$ cat config.mk
export PLATFORM = sky130hd
export DESIGN_NAME = sym_byte_packer
export DESIGN_NICKNAME = d
export VERILOG_FILES = /design/src/rtl/sym_byte_packer_pkg.sv /design/src/rtl/sym_byte_packer.sv
export SDC_FILE = /design/constraint.sdc
export NUM_CORES = 1
export LEC_CHECK = 0
export CORE_MARGIN = 4
export CORE_UTILIZATION = 46
export CTS_BUF_LIST = sky130_fd_sc_hd__clkbuf_16
export DETAILED_ROUTE_END_ITERATION = 10
export PLACE_DENSITY = 0.74
export REMOVE_ABC_BUFFERS = 1
export SYNTH_ARGS = -nofsm -noshare
export SYNTH_HDL_FRONTEND = slang
export SYNTH_SLANG_ARGS = --single-unit
$ cat constraint.sdc
create_clock -name clk -period 1.59 [get_ports clk]
set_input_delay 0.318 -clock clk [delete_from_list [all_inputs] [get_ports clk]]
set_output_delay 0.318 -clock clk [all_outputs]
set_load 0.02 [all_outputs]
$ cat src/rtl/sym_byte_packer_pkg.sv
// Shared constants and state type for the 3-bit symbol to byte packer.
// Imported by the packer top module.
package sym_byte_packer_pkg;

   localparam int SYM_W  = 3;
   localparam int BYTE_W = 8;
   localparam int ACC_W  = 10;
   localparam int CNT_W  = 4;
   localparam int PAD_W  = 3;

   typedef enum logic {
      ACCUM = 1'b0,
      FLUSH = 1'b1
   } state_e;

endpackage

$ cat src/rtl/sym_byte_packer.sv
// Packs 3-bit symbols LSB-first into bytes; the final byte of a packet
// carries m_last and the count of zero pad bits at its upper end.
module sym_byte_packer
   import sym_byte_packer_pkg::*;
(
   input  logic             clk,
   input  logic             rst_n,
   input  logic             s_valid,
   output logic             s_ready,
   input  logic [SYM_W-1:0] s_data,
   input  logic             s_last,
   output logic             m_valid,
   input  logic             m_ready,
   output logic [BYTE_W-1:0] m_data,
   output logic             m_last,
   output logic [PAD_W-1:0] m_pad
);

   localparam logic [CNT_W-1:0] CNT_SYM  = CNT_W'(SYM_W);
   localparam logic [CNT_W-1:0] CNT_BYTE = CNT_W'(BYTE_W);

   state_e              state_q, state_d;
   logic [ACC_W-1:0]    acc_q, acc_d;
   logic [CNT_W-1:0]    cnt_q, cnt_d;
   logic                m_valid_q, m_valid_d;
   logic [BYTE_W-1:0]   m_data_q, m_data_d;
   logic                m_last_q, m_last_d;
   logic [PAD_W-1:0]    m_pad_q, m_pad_d;

   logic                out_free;
   logic                accept;
   logic                full;
   logic [ACC_W-1:0]    sym_ext;
   logic [CNT_W-1:0]    pad_cnt;

   assign s_ready  = (state_q == ACCUM) && (cnt_q < CNT_BYTE);
   assign out_free = !m_valid_q || m_ready;
   assign accept   = s_valid && s_ready;
   assign full     = (cnt_q >= CNT_BYTE);
   assign sym_ext  = {{(ACC_W-SYM_W){1'b0}}, s_data};
   assign pad_cnt  = CNT_BYTE - cnt_q;

   assign m_valid = m_valid_q;
   assign m_data  = m_data_q;
   assign m_last  = m_last_q;
   assign m_pad   = m_pad_q;

   // Next-state: accumulate symbols, emit full bytes, close the packet in FLUSH.
   always_comb begin
      state_d   = state_q;
      acc_d     = acc_q;
      cnt_d     = cnt_q;
      m_valid_d = m_valid_q && !m_ready;
      m_data_d  = m_data_q;
      m_last_d  = m_last_q;
      m_pad_d   = m_pad_q;

      unique case (state_q)
         ACCUM: begin
            if (accept) begin
               acc_d = acc_q | (sym_ext << cnt_q);
               cnt_d = cnt_q + CNT_SYM;
               if (s_last) begin
                  state_d = FLUSH;
               end
            end else if (full && out_free) begin
               m_valid_d = 1'b1;
               m_data_d  = acc_q[BYTE_W-1:0];
               m_last_d  = 1'b0;
               m_pad_d   = '0;
               acc_d     = acc_q >> BYTE_W;
               cnt_d     = cnt_q - CNT_BYTE;
            end
         end
         FLUSH: begin
            if (out_free) begin
               if (full) begin
                  m_valid_d = 1'b1;
                  m_data_d  = acc_q[BYTE_W-1:0];
                  m_pad_d   = '0;
                  acc_d     = acc_q >> BYTE_W;
                  cnt_d     = cnt_q - CNT_BYTE;
                  m_last_d  = (cnt_q == CNT_BYTE);
                  if (cnt_q == CNT_BYTE) begin
                     state_d = ACCUM;
                  end
               end else if (cnt_q != '0) begin
                  m_valid_d = 1'b1;
                  m_data_d  = acc_q[BYTE_W-1:0];
                  m_last_d  = 1'b1;
                  m_pad_d   = pad_cnt[PAD_W-1:0];
                  acc_d     = '0;
                  cnt_d     = '0;
                  state_d   = ACCUM;
               end else begin
                  // Nothing left to flush; a packet never ends here with data held.
                  state_d = ACCUM;
               end
            end
         end
         default: begin
            state_d = ACCUM;
         end
      endcase
   end

   // State and output registers with synchronous active-low reset.
   always_ff @(posedge clk) begin
      if (!rst_n) begin
         state_q   <= ACCUM;
         acc_q     <= '0;
         cnt_q     <= '0;
         m_valid_q <= 1'b0;
         m_data_q  <= '0;
         m_last_q  <= 1'b0;
         m_pad_q   <= '0;
      end else begin
         state_q   <= state_d;
         acc_q     <= acc_d;
         cnt_q     <= cnt_d;
         m_valid_q <= m_valid_d;
         m_data_q  <= m_data_d;
         m_last_q  <= m_last_d;
         m_pad_q   <= m_pad_d;
      end
   end

endmodule

==> impl_metrics.toml <==
[pwr]
powerDensity_nw_per_um2 = 942
power.leakage_nw = 0.635
irDropWorstVdd_uv = 1040
p_total_mw = 1.59

[setup_path]
worst-setup-path-type = "primary input to flip-flop"
cp_max_fo = 9
crit_path_cell_trace = "clkdlybuf4s50_1, and2b_2, a211o_2, buf_4, nand2_1, a31oi_1"
cp.required_ns = 1.74
crit_path_end_kind = "flip-flop"
slowest_delay_ns = 0.46
crit_path_start_kind = "primary input"
cpLargestDelayFamily = "buffers and inverters"
cp.buffers_inverters = 2
crit_path_top_delay_cell = "clkdlybuf4s50_1"
worstPathArrival_ns = 1.74

[clock_network]
cts_setup_buffers = 0
clockBufferDepth = 2
insertion_delay_ns = 0.26
cts_tree = "built"
cts_root_buf = "clkbuf_16"
cts_sinks = 28
cts_hold_buf = 0
htreeDepth = 1
cts_buffers = 3
cts.reportedPaths.clkPinSlew_ns = 0.07

[timing]
report.final.slew_viol_count = 0
tightest_slew_ns = 0.304
hold_viol = 0
finalWorstSetupSlack_ns = -0.00575
setup_violations = 1
fin_skew_ns = 0.00690
finalCritPeriodShare_pct = 100
rsz0062_at_grt = "true"
slew_headroom_pct = 79.6
finalCriticalPeriod_ns = 1.60
timing.fmax_mhz = 627

[logic_synthesis]
synth_area_sq_um = 1230
synth_top_area_share_pct = 45.6
avgSynthCellArea_sq_um = 8.59
async_flop_share_pct = 0
synthTopCellsByArea = "dfxtp_1, nand2_1, a21oi_1, nor2_1, o21ai_0"
synth_enable_flop_cells = 0
synth_seq_area_share_pct = 45.6
synth-seq-cells = 28
ys.flop_type = "dfxtp_1"
synth.distinct_cells = 41
synth_warnings = 0
synth_top_cell_by_area = "dfxtp_1"
synth_cells = 143

[detailed_routing]
drcViolationCount = 0
wl_per_cell_microns = 14.0
first_pass_iters = 5
drtIter0Drc = 34
drt_wl_total_microns = 2960
dr_total_vias = 1193
ant_nets = 0
vias_per_cell = 5.63

[place]
dp_cells = 209
hpwlAfterDp_microns = 2170
port_buffers = 21
place_congestion = 0.804
place_area_sq_um = 1600

[finish]
fin_area_sq_um = 1690
drive_gt1_share_pct = 20.9
syn_to_final_growth_pct = 37.4
fillers = 210
seq_area_sq_um = 561
instances_no_fill = 212
diodes = 0
multiInputGateArea_sq_um = 627
nets = 193
final_core_utilization_pct = 66.9

[floorplan]
core_area_sq_um = 2520
start_util_pct = 48.7
die-width_microns = 59.7
die_h_microns = 59.7
rows = 18
num_io_pins = 22
die_area_sq_um = 3560

[flow_run]
drv_cap = 0

[outcome]
violations = "setup timing"
status = "finished, violations left"

[global_routing]
grt_max_degree = 15
grt_pass1_vias = 1031
overflow = 0
grt_antenna_before_repair = 0
grt_pass1_wl_microns = 4620
grt.total_usage_pct = 16.8

[hold_path]
hold_class = "flip-flop to flip-flop"
-- final timing paths --
check | start | to | slack (ns) | depth (start not counted)
hold reg to reg | acc_q[2]$_SDFFE_PN0P_ | m_data[2]$_SDFFE_PN0P_ | 0.45 | 2
hold / removal | acc_q[2]$_SDFFE_PN0P_ | m_data[2]$_SDFFE_PN0P_ | 0.45 | 2
setup reg to reg | cnt_q[1]$_SDFFE_PN0P_ | cnt_q[0]$_SDFFE_PN0P_ | 0.05 | 7
setup / recovery | m_ready | acc_q[0]$_SDFFE_PN0P_ | -0.006 | 6
-- layout by cell type (no fill, tap or decap), types with 2 or more instances in the layout --
| cell | Yosys | layout |
|---|---|---|
| dfxtp_1 | 28 | 28 |
| buf_4 | 1 | 21 |
| nand2_1 | 22 | 20 |
| clkdlybuf4s50_1 | 0 | 19 |
| nor2_1 | 17 | 17 |
| a21oi_1 | 14 | 13 |
| o21ai_0 | 6 | 6 |
| nand3_1 | 5 | 5 |
| inv_1 | 4 | 4 |
| a22oi_1 | 4 | 4 |
| a31oi_1 | 3 | 3 |
| nand3b_1 | 3 | 3 |
| clkbuf_16 | 0 | 3 |
| and2b_2 | 0 | 2 |
| nand2_2 | 0 | 2 |
| a41oi_1 | 2 | 2 |
| mux2i_1 | 2 | 2 |
| o31ai_1 | 2 | 2 |
-- worst register-to-register path: stages, from the launching register on --
cell and delay, ns:
dfxtp_1 0.31, inv_1 0.08, ha_2 0.22, and2b_2 0.19
nor4b_2 0.05, buf_4 0.15, or2_1 0.22, o31ai_1 0.23
-- Yosys cell counts (all sizes together) (2+ instances only) --
cell    count
a211oi      2
dfxtp      28
a41oi       2
a22oi       4
clkbuf      2
o31ai       2
nand2      22
and2b       2
inv         4
nand3b      3
mux2i       2
nor4        2
o21ai       7
a31oi       3
nand3       5
a21oi      14
nor2       19
buf         4
-- sequential cells by signal (all words and copies together), names as in the netlist --
register	cells
m_valid	1
cnt_q	4
m_data	8
acc_q	10
m_pad	3
m_last	1
state_q	1
-- cell families (layout without fill, tap and decap cells) --
group / after synthesis / count (layout) / share of synthesized area (%)
XOR/XNOR: 1 / 1 / 0.713
multiplexers: 2 / 2 / 1.63
adder cells (fa/ha/maj): 1 / 1 / 1.02
AND/OR/NAND/NOR: 61 / 61 / 26.1
AO/OA/AOI/OAI: 39 / 39 / 20.5
flip-flops: 28 / 28 / 45.6
buffers and inverters: 11 / 50 / 4.48
-- metrics by stage --
step / setup TNS, ns / hold slack [ns] / setup WS, ns
finish: -0.00575 / 0.451 / -0.00575
global route: -0.622 / 0.483 / -0.0772
CTS: 0 / 0.458 / 0.00126
detailed placement: -5.32 / 0.450 / -0.265
global placement: -4.84 / 0.442 / -0.243
floorplan: -1.42 / 0.431 / -0.208
-- power by group --
group	switching, mW	internal, mW
clock	0.217	0.333
combinational	0.156	0.137
sequential	0.0155	0.731
-- layout make-up --
type                            instances  share of cell area [%]
Timing Repair Buffer                   42                    21.9
Tap cell                               30                    2.22
Sequential cell                        28                    33.2
Multi-Input combinational cell        104                    37.1
Inverter                                5                    1.11
Clock buffer                            3                    4.45
-- metal layers --
layer / vias up / global-route usage (%) / part of all wire [%]
li1: 581 / - / -
met2: 39 / 28.1 / 48
met1: 571 / 22.5 / 46
met5: - / 0 / 0
met4: 0 / 2.53 / 0.34
met3: 2 / 3.89 / 5.8
-- timing repair --
| item | 4_1_cts | 5_1_grt |
|---|---|---|
| gates resized for setup | 2 | 6 |
| gates cloned | 0 | 0 |
| setup endpoints to repair | 2 | 22 |
No activity file was read; power rests on OpenSTA's default activity.
